$ cat config.mk
export PLATFORM = sky130hd
export DESIGN_NAME = extensor_param
export DESIGN_NICKNAME = d
export VERILOG_FILES = /design/src/rtl/extensor_param.sv
export SDC_FILE = /design/constraint.sdc
export NUM_CORES = 1
export LEC_CHECK = 0
export CAP_MARGIN = 20
export CORE_AREA = 3 3 92 94
export CTS_BUF_LIST = sky130_fd_sc_hd__clkbuf_4
export CTS_CLUSTER_DIAMETER = 60
export DETAILED_ROUTE_END_ITERATION = 12
export DIE_AREA = 0 0 95 97
export PLACE_DENSITY_LB_ADDON = 0.08
export RECOVER_POWER = 25
export SYNTH_ARGS = -nofsm -noshare
export SYNTH_HDL_FRONTEND = slang
export SYNTH_SLANG_ARGS = --single-unit
$ cat constraint.sdc
create_clock -name clk -period 4.25 [get_ports clk]
set_input_delay 0.6375 -clock clk [delete_from_list [all_inputs] [get_ports clk]]
set_output_delay 0.6375 -clock clk [all_outputs]
set_load 0.01 [all_outputs]
$ cat src/rtl/extensor_param.sv
// -----------------------------------------------------------------------------
// extensor_param
//   Immediate extender with a 2-entry in-order output buffer (head + skid).
//   The extension is computed when an input is accepted and stored, so later
//   changes on entrada/modo never alter a buffered result.
//
//   Modes (modo):
//     00 SEXT : sign-extend entrada to OUT_W bits
//     01 ZEXT : zero-extend entrada to OUT_W bits
//     10 LUI  : entrada in the top IN_W bits, lower bits zero
//     11 SHL2 : SEXT value shifted left by 2 (overflow bits dropped)
//
//   Handshake: a transfer happens on a rising edge where valid and ready are
//   both 1. The input side accepts when in_valid && in_ready. The output side
//   pops when out_valid && out_ready. in_ready only looks at the local
//   occupancy, rst_n and flush, never at out_ready.
//
// Ports
//   clk        : clock, all state updates on the rising edge
//   rst_n      : synchronous active-low reset (highest priority)
//   flush      : drops every buffered result (priority over accept/pop)
//   in_valid   : entrada/modo valid this cycle
//   in_ready   : block can accept an input this cycle
//   entrada    : IN_W-bit immediate
//   modo       : 2-bit extension mode
//   out_valid  : extendido holds a result
//   out_ready  : consumer takes extendido this cycle
//   extendido  : OUT_W-bit extended result (0 when empty)
//   count      : number of buffered results, 0..2
//
// Parameters: IN_W >= 2, OUT_W > IN_W + 2.
// -----------------------------------------------------------------------------
module extensor_param #(
    parameter int IN_W  = 16,
    parameter int OUT_W = 32
) (
    input  logic             clk,
    input  logic             rst_n,
    input  logic             flush,
    input  logic             in_valid,
    output logic             in_ready,
    input  logic [IN_W-1:0]  entrada,
    input  logic [1:0]       modo,
    output logic             out_valid,
    input  logic             out_ready,
    output logic [OUT_W-1:0] extendido,
    output logic [1:0]       count
);

    localparam int EXT_W = OUT_W - IN_W;

    logic [OUT_W-1:0] head_q, head_d;
    logic [OUT_W-1:0] skid_q, skid_d;
    logic [1:0]       count_q, count_d;

    logic [OUT_W-1:0] sext_val;
    logic [OUT_W-1:0] ext_val;
    logic             accept;
    logic             pop;

    // Extension of the value currently presented on the input
    always_comb begin
        sext_val = {{EXT_W{entrada[IN_W-1]}}, entrada};
        ext_val  = sext_val;
        case (modo)
            2'b00:   ext_val = sext_val;
            2'b01:   ext_val = {{EXT_W{1'b0}}, entrada};
            2'b10:   ext_val = {entrada, {EXT_W{1'b0}}};
            default: ext_val = sext_val << 2;
        endcase
    end

    assign in_ready  = (count_q != 2'd2) && rst_n && !flush;
    assign out_valid = (count_q != 2'd0);
    assign accept    = in_valid && in_ready;
    assign pop       = out_valid && out_ready;

    always_comb begin
        head_d  = head_q;
        skid_d  = skid_q;
        count_d = count_q;
        if (flush) begin
            head_d  = '0;
            skid_d  = '0;
            count_d = 2'd0;
        end else begin
            case ({accept, pop})
                2'b10: begin
                    // Fill the head if empty, otherwise park in the skid slot
                    if (count_q == 2'd0) begin
                        head_d  = ext_val;
                        count_d = 2'd1;
                    end else begin
                        skid_d  = ext_val;
                        count_d = 2'd2;
                    end
                end
                2'b01: begin
                    // Skid moves forward; an emptied head is cleared so the
                    // output reads 0 with nothing buffered
                    head_d  = skid_q;
                    skid_d  = '0;
                    count_d = count_q - 2'd1;
                end
                2'b11: begin
                    // Only reachable with count 1 (count 2 blocks accept):
                    // new value replaces the departing head
                    head_d = ext_val;
                end
                default: ;
            endcase
        end
    end

    always_ff @(posedge clk) begin
        if (!rst_n) begin
            head_q  <= '0;
            skid_q  <= '0;
            count_q <= 2'd0;
        end else begin
            head_q  <= head_d;
            skid_q  <= skid_d;
            count_q <= count_d;
        end
    end

    assign extendido = (count_q != 2'd0) ? head_q : '0;
    assign count     = count_q;

endmodule

==> results_dict.tcl, run 1 <==
set metrics [dict create \
    dieHeight_um 97 \
    cts_made_buffers 9 \
    finalSetupViolations 0 \
    synthAdderAreaFrac_pct 1.46 \
    hold_class "register to register" \
    status "complete, no violations" \
    pre_cts_slack_ns 0.959 \
    place.gp.congestion 0.802 \
    grt_pass1_wl_um 14400 \
    synth-simple-area-share_pct 21.1 \
    hold_viol_final 0 \
    rr_startpoint "count[0]" \
    syn_inst 407 \
    grt_max_degree 43 \
    routed_wl_um 8590 \
    synth_area_um2 3420 \
    ff2ff_setup_slack_ns 1.16 \
    p_leak_nw 1.42 \
    drive_gt1_share_pct 8.19 \
    regToRegEndpoint "head_q[9]" \
    antenna_found_initial 0 \
    synth_top_family_by_area "compound AO/OA/AOI/OAI gates" \
    relSlewSlack_pct 35.8 \
    worstMarginPinSlew_ns 0.962 \
    num_vias 3105 \
    critPathCaptureType "register" \
    synth-compound-area-share_pct 26.2 \
    first_pass_iters 7 \
    diodes 0 \
    min_to "head_q[19]" \
    synth.area.mux_share_pct 5.02 \
    avgSynthCellArea_um2 8.40 \
    fin_crit_ns 3.09 \
    synth_warnings 0 \
    post-route-period-util_pct 72.8 \
    yosys-top-cells-area "dfxtp_1 (39%), nor2b_1 (8.1%), o21ai_0 (5.9%), mux2i_1 (4.7%), a22o_1 (3.6%)" \
    hold_start "head_q[19]" \
    rows 32 \
    crit_type "register to register" \
    dp_hpwl_um 5820 \
    synth.top_cell.area_share_pct 38.7 \
    syn_to_final_growth_pct 21.0 \
    wl_per_cell_um 15.5 \
    crit_required_ns 4.54 \
    rsz0062_at_grt "no" \
    start_util_pct 44.2 \
    yosysMostFrequentCell "dfxtp_1" \
    post_cts.repair.setup_buffers 0 \
    drc 0 \
    synth_fp_nets 434 \
    ys_seq_elements 66 \
    root_buffer "clkbuf_4" \
    synthArstFlopShare_pct 0 \
    hold_path_depth 2 \
    ant_nets 0 \
    io-pin-count 59 \
    die_x_um 95 \
    gr-total-overflow 0 \
    dieArea_um2 9220 \
    synth.largest_area_cell "dfxtp_1" \
    tns_ns 0 \
    htreeDepth 3 \
    p_total_w 0.00119 \
    r2r_cells 8 \
    synth_xor_area_share_pct 0 \
    yosys-top-cells-count "dfxtp_1 (66), nor2b_1 (44), o21ai_0 (40)" \
    clkSinkCount 66 \
    placed_cell_area_um2 3980 \
    fmax_mhz 323 \
    clk_path_buf_depth 2 \
    ys.flop_type "dfxtp_1" \
    vdd_ir_drop_max_mv 0.171 \
    clk_latency_ns 0.41 \
    cts-resized-gates 0 \
    ys_types 47 \
    grtUsageTotal_pct 19.3 \
    finalNetCount 475 \
    port_buffers 58 \
    layout_setup_ws_ns 1.16 \
    final_cell_area_um2 4130 \
    max-cap-violations 0 \
    grt_pass1_vias 2960 \
    viasPerCell 5.60 \
    cts_tree "built" \
    slew_viol_final 0 \
    crit_arrival_ns 3.38 \
    clock_skew_ns 0.0136 \
    yosysSeqAreaShare_pct 38.7 \
    fp.coreArea_um2 7730 \
    powerDensity_nw_per_um2 288 \
    crit_fanout 39 \
    final_core_util_pct 53.5 \
    postCtsHoldBufs 0 \
    start_kind "register" \
    synth_edf_count 0 \
    drtIter0Drc 173 \
    path_clk_slew_ns 0.11 \
]
-- cells by family after synthesis --
logic type,Yosys count
fa+ha+maj,4
mux,17
simple gates,136
compound gates,132
flops,66
buf+inv,52
-- final cells by class --
type,instances,area (um^2)
timing repair buffer,66,661
inverter,16,62.6
tap,102,128
clock buffer,9,67.6
fill,740,3590
clock inverter,6,58.8
sequential,66,1320
multi-input combinational,289,1840
-- layout by cell type (no fill, tap or decap), types with 2 or more instances in the layout --
master,synthesis,final
nand3_1,18,18
clkinv_2,0,2
a31oi_1,11,11
and2b_1,2,2
dfxtp_1,66,66
a221o_1,10,10
clkbuf_4,0,9
nand2_1,31,31
o21ai_1,2,3
a221oi_1,2,2
and2_1,2,2
clkdlybuf4s50_1,0,36
dlygate4sd3_1,0,22
nand2b_1,4,4
a22o_1,14,14
nand2_2,2,2
nor2b_1,44,44
o31ai_2,2,2
a21oi_1,23,23
mux2i_1,16,16
o21ai_0,40,39
a21o_1,3,3
a22oi_1,15,15
buf_4,6,7
nor2_1,23,23
inv_1,15,15
nor3_1,3,3
clkinvlp_4,0,2
ha_1,4,4
-- per-layer routing --
metal  GRT usage [%]  part of all wire, %  up-vias
met5               0                    0        -
met4            4.44                  1.0        0
met3            5.29                  5.1        9
met2            30.9                   47       76
met1            25.8                   47     1507
li1                -                    -     1513
-- metrics by stage --
| stage | hold WS [ns] | cells |
|---|---|---|
| 4_1_cts | 0.456 | 553 |
| 6_report | 0.454 | 554 |
| 2_1_floorplan | 0.427 | 407 |
| 3_5_place_dp | 0.440 | 538 |
| 5_1_grt | 0.470 | 554 |
| 3_3_place_gp | 0.441 | 538 |
-- worst max path at each step --
stage | start | endpoint | slack (ns)
finish | count[0] | head_q[9] | 1.16
global route | count[0] | skid_q[20] | 0.84
CTS | count[0] | skid_q[31] | 1.33
detailed placement | flush | skid_q[31] | 0.96
global placement | flush | skid_q[31] | 1.02
floorplan | count[0] | head_q[11] | 2.11
-- flip-flops by register name, summed over array words and instances, names as in the netlist --
register / cells
skid_q: 32
head_q: 32
count: 2
-- critical path: stages (launching register included) --
cell and delay (ns):
dfxtp_1 0.38, inv_1 0.07, ha_1 0.19, buf_4 0.26, and2b_1 0.38, ha_1 0.83, buf_4 0.47, mux2i_1 0.27
o21ai_0 0.09
-- report_power, final --
| part | total [W] | switching (W) | leakage, nW | internal, W |
|---|---|---|---|---|
| clock network | 0.000395 | 0.000223 | 0.0652 | 0.000172 |
| registers | 0.000632 | 0.00000421 | 0.533 | 0.000627 |
| logic | 0.000163 | 0.0000964 | 0.827 | 0.0000663 |
| total | 0.00119 | 0.000324 | 1.42 | 0.000866 |
No activity file was read; power rests on OpenSTA's default activity.
==> run 2, diff against run 1 <==
- clock period: 4.25 -> 3.05 ns (I/O delays scaled with it)
==> results_dict.tcl, run 2 (synthesis gave the netlist of run 1 again) <==
set metrics [dict create \
    start_kind "register" \
    drtIter0Drc 246 \
    clk_latency_ns 0.41 \
    fmax_mhz 395 \
    grt_max_degree 39 \
    post-route-period-util_pct 83.0 \
    syn_to_final_growth_pct 22.2 \
    critPathCaptureType "register" \
    drive_gt1_share_pct 9.39 \
    placedCellCount 545 \
    htreeDepth 3 \
    crit_fanout 22 \
    io-pin-count 59 \
    hold_class "register to register" \
    layout_setup_ws_ns 0.518 \
    finalNetCount 481 \
    num_vias 3083 \
    die_x_um 95 \
    tns_ns 0 \
    place.gp.congestion 0.797 \
    antenna_found_initial 0 \
    crit_arrival_ns 2.83 \
    cts_made_buffers 9 \
    root_buffer "clkbuf_4" \
    slew_viol_final 0 \
    final_cell_mix "dfxtp_1 (66), clkdlybuf4s50_1 (55), nor2b_1 (44)" \
    ant_nets 0 \
    crit_type "register to register" \
    crit_required_ns 3.35 \
    grt_pass1_vias 2955 \
    final_common_cell "dfxtp_1" \
    rows 32 \
    dieArea_um2 9220 \
    dieHeight_um 97 \
    first_pass_iters 5 \
    drc 0 \
    final_cell_area_um2 4170 \
    diodes 0 \
    postCtsHoldBufs 0 \
    cts-resized-gates 0 \
    clkSinkCount 66 \
    port_buffers 58 \
    finalSetupViolations 0 \
    grt_pass1_wl_um 14300 \
    post_cts.repair.setup_buffers 0 \
    p_leak_nw 1.39 \
    worstMarginPinSlew_ns 1.00 \
    hold_slack_ns 0.455 \
    clock_skew_ns 0.0173 \
    vdd_ir_drop_max_mv 0.169 \
    stdcell_count 560 \
    dp_hpwl_um 5960 \
    powerDensity_nw_per_um2 401 \
    status "complete, no violations" \
    rsz0062_at_grt "no" \
    grtUsageTotal_pct 19.4 \
    fp.coreArea_um2 7730 \
    wl_per_cell_um 15.3 \
    routed_wl_um 8590 \
    path_clk_slew_ns 0.11 \
    placed_cell_area_um2 4050 \
    cts_tree "built" \
    max-cap-violations 0 \
    fin_crit_ns 2.53 \
    start_util_pct 44.2 \
    pre_cts_slack_ns 0.317 \
    clk_path_buf_depth 2 \
    gr-total-overflow 0 \
    viasPerCell 5.51 \
    hold_viol_final 0 \
    relSlewSlack_pct 32.9 \
]
## run 2: cell types whose count changed in the layout (fill, tap and decap cells not counted), sizes merged
cell	before	now
clkinvlp	2	0
clkbuf	9	11
dlygate4sd3	22	3
buf	8	13
clkdlybuf4s50	36	55
clkinv	3	4
## run 2: power breakdown
part,switching [W],leakage [nW],internal [W]
clock network,0.000312,0.0739,0.000254
logic,0.000134,0.779,0.0000943
registers,0.00000577,0.533,0.000874
## run 2: cell type report
cell class | instances | area (um^2)
Multi-Input combinational cell | 289 | 1840
Timing Repair Buffer | 72 | 696
Inverter | 16 | 62.6
Fill cell | 743 | 3550
Sequential cell | 66 | 1320
Clock inverter | 5 | 56.3
Clock buffer | 10 | 75.1
Tap cell | 102 | 128
## run 2: per-layer routing
layer	routed length (um)	vias to the layer above	GRT usage [%]	part of all wire (%)
li1	-	1530	-	-
met1	4120	1472	26.3	48
met2	3970	68	30.3	46
met3	378	13	4.43	4.4
met4	119	0	6.33	1.4
met5	0	-	0	0
## run 2: path summary, 6_finish.rpt
| kind | cells after the start | slack [ns] | start | to |
|---|---|---|---|---|
| worst min register to register | 2 | 0.45 | head_q[20] | head_q[20] |
| worst max register to register | 8 | 0.52 | count[0] | skid_q[9] |
| worst max-delay path | 8 | 0.52 | count[0] | skid_q[9] |
| worst min-delay path | 2 | 0.45 | head_q[20] | head_q[20] |
## run 2: critical path, cell delays in order, from the launching register on
cell	delay, ns
dfxtp_1	0.37
inv_1	0.07
ha_1	0.21
and2b_1	0.33
ha_1	0.57
o21ai_0	0.18
clkbuf_2	0.35
a22oi_1	0.28
nor2_1	0.06
## run 2: stage by stage
step | power [W] | utilization [%]
2_1_floorplan | 0.00105 | -
3_3_place_gp | 0.00113 | 52.4
3_5_place_dp | 0.00113 | 52.4
4_1_cts | 0.00170 | 54.1
5_1_grt | 0.00175 | 54.0
6_report | 0.00167 | 54.0
==> run 3, diff against run 2 <==
- clock period: 3.05 -> 2.3 ns (I/O delays scaled with it)
==> results_dict.tcl, run 3 (synthesis gave the netlist of run 1 again) <==
set metrics [dict create \
    pwr-share-comb_pct 14.2 \
    crit_fanout 17 \
    antenna_found_initial 0 \
    postCtsHoldBufs 0 \
    grt_pass1_vias 3019 \
    final_common_cell "dfxtp_1" \
    fmax_mhz 462 \
    regToRegEndpoint "head_q[12]" \
    critPathCaptureType "register" \
    clkSinkCount 66 \
    finalNetCount 497 \
    drc 0 \
    dieHeight_um 97 \
    crit_arrival_ns 2.47 \
    sw_frac_of_total_pct 27.0 \
    final_cell_mix "dfxtp_1 (64), nor2b_1 (44), o21ai_0 (39)" \
    hold_path_depth 2 \
    post-route-period-util_pct 94.0 \
    diodes 0 \
    root_buffer "clkbuf_4" \
    io-pin-count 59 \
    seqPwrFrac_pct 48.7 \
    cts_tree "built" \
    tns_ns 0 \
    placedCellCount 560 \
    final_core_util_pct 56.4 \
    num_vias 3187 \
    dieArea_um2 9220 \
    intPower_w 0.00175 \
    grtUsageTotal_pct 20.5 \
    fillCellCount 750 \
    grt_pass1_wl_um 15100 \
    worstMarginPinSlew_ns 0.725 \
    relSlewSlack_pct 51.6 \
    layout_setup_ws_ns 0.138 \
    rows 32 \
    min_to "head_q[22]" \
    crit_type "register to register" \
    start_kind "register" \
    max-cap-violations 0 \
    routed_wl_um 9020 \
    clk_path_buf_depth 2 \
    hold_start "head_q[22]" \
    fp.coreArea_um2 7730 \
    hold_viol_final 0 \
    port_buffers 58 \
    hold_class "register to register" \
    finalSetupViolations 0 \
    multiInputGateArea_um2 1850 \
    place.gp.congestion 0.829 \
    die_x_um 95 \
    fin_crit_ns 2.16 \
    status "complete, no violations" \
    syn_to_final_growth_pct 27.6 \
    gr-total-overflow 0 \
    r2r_cells 8 \
    pre_cts_slack_ns -0.322 \
    p_clk_share_pct 37.1 \
    powerDensity_nw_per_um2 550 \
    drtIter0Drc 129 \
    p_sw_w 0.000647 \
    cts_made_buffers 9 \
    p_leak_nw 1.61 \
    dp_hpwl_um 6170 \
    slew_viol_final 0 \
    stdcell_count 577 \
    crit_required_ns 2.61 \
    grt_max_degree 38 \
    start_util_pct 44.2 \
    vdd_ir_drop_max_mv 0.301 \
    htreeDepth 3 \
    wl_per_cell_um 15.6 \
    viasPerCell 5.52 \
    drive_gt1_share_pct 13.7 \
    ant_nets 0 \
    clock_skew_ns 0.0129 \
    rr_startpoint "count[0]" \
    rsz0062_at_grt "yes" \
    ff2ff_setup_slack_ns 0.14 \
    clk_latency_ns 0.42 \
    regArea_um2 1320 \
    first_pass_iters 4 \
    path_clk_slew_ns 0.12 \
]
[run 3: cell types whose count changed in the layout (fill, tap and decap cells not counted), moves of 3 or more]
cell,change
clkdlybuf4s50_1,-31
dlygate4sd2_1,+16
buf_4,+11
clkdlybuf4s25_1,+11
buf_12,+3
clkbuf_1,+3
dlymetal6s2s_1,+3
[run 3: power by group through the flow]
| stage | combinational [W] | clock, W | sequential [W] |
|---|---|---|---|
| 2_1_floorplan | 0.000198 | 0 | 0.00119 |
| 3_3_place_gp | 0.000334 | 0 | 0.00119 |
| 3_5_place_dp | 0.000338 | 0 | 0.00119 |
| 4_1_cts | 0.000339 | 0.000917 | 0.00117 |
| 5_1_grt | 0.000371 | 0.000977 | 0.00117 |
| 6_report | 0.000340 | 0.000890 | 0.00117 |
[run 3: timing repair]
item,in CTS,in global routing
setup buffers,0,1
endpoints found under the hold margin,0,0
endpoints found under the setup margin,48,25
resized for setup,20,21
[run 3: worst max-delay path by stage]
stage / from / to
after floorplan: count[0] / head_q[11]
after global placement: rst_n / skid_q[2]
after detailed placement: rst_n / skid_q[7]
after CTS: count[0] / extendido[31]
after global routing: count[0] / skid_q[15]
final: count[0] / head_q[12]
[run 3: cell type report]
type                       instances  area share (%)
timing repair buffer              88            19.2
clock inverter                     7            2.12
clock buffer                       9            1.55
sequential                        66            30.4
inverter                          16            1.43
tap                              102            2.93
multi-input combinational        289            42.4
[run 3: per-layer routing]
layer	wire length, um	global-route usage (%)	vias up	share of wire, %
met4	83	5.99	0	0.92
met2	4460	32.7	56	49
met1	4130	27.6	1558	46
li1	-	-	1565	-
met3	340	4.67	8	3.8
met5	0	0	-	0
[run 3: worst max-delay path, cell delays in order (launching register included)]
cell and delay (ns):
dfxtp_2 0.37, inv_1 0.06, ha_1 0.24, and2b_2 0.25, ha_2 0.29, buf_4 0.15
clkbuf_4 0.31, mux2i_1 0.28, o21ai_0 0.10
[run 3: per-stage QoR]
stage               instance area (um^2)  power [W]  hold WS [ns]
finish                              4360    0.00240         0.455
floorplan                           3420    0.00139         0.427
global placement                    4210    0.00153         0.438
CTS                                 4360    0.00242         0.457
global route                        4360    0.00252         0.476
detailed placement                  4210    0.00153         0.440
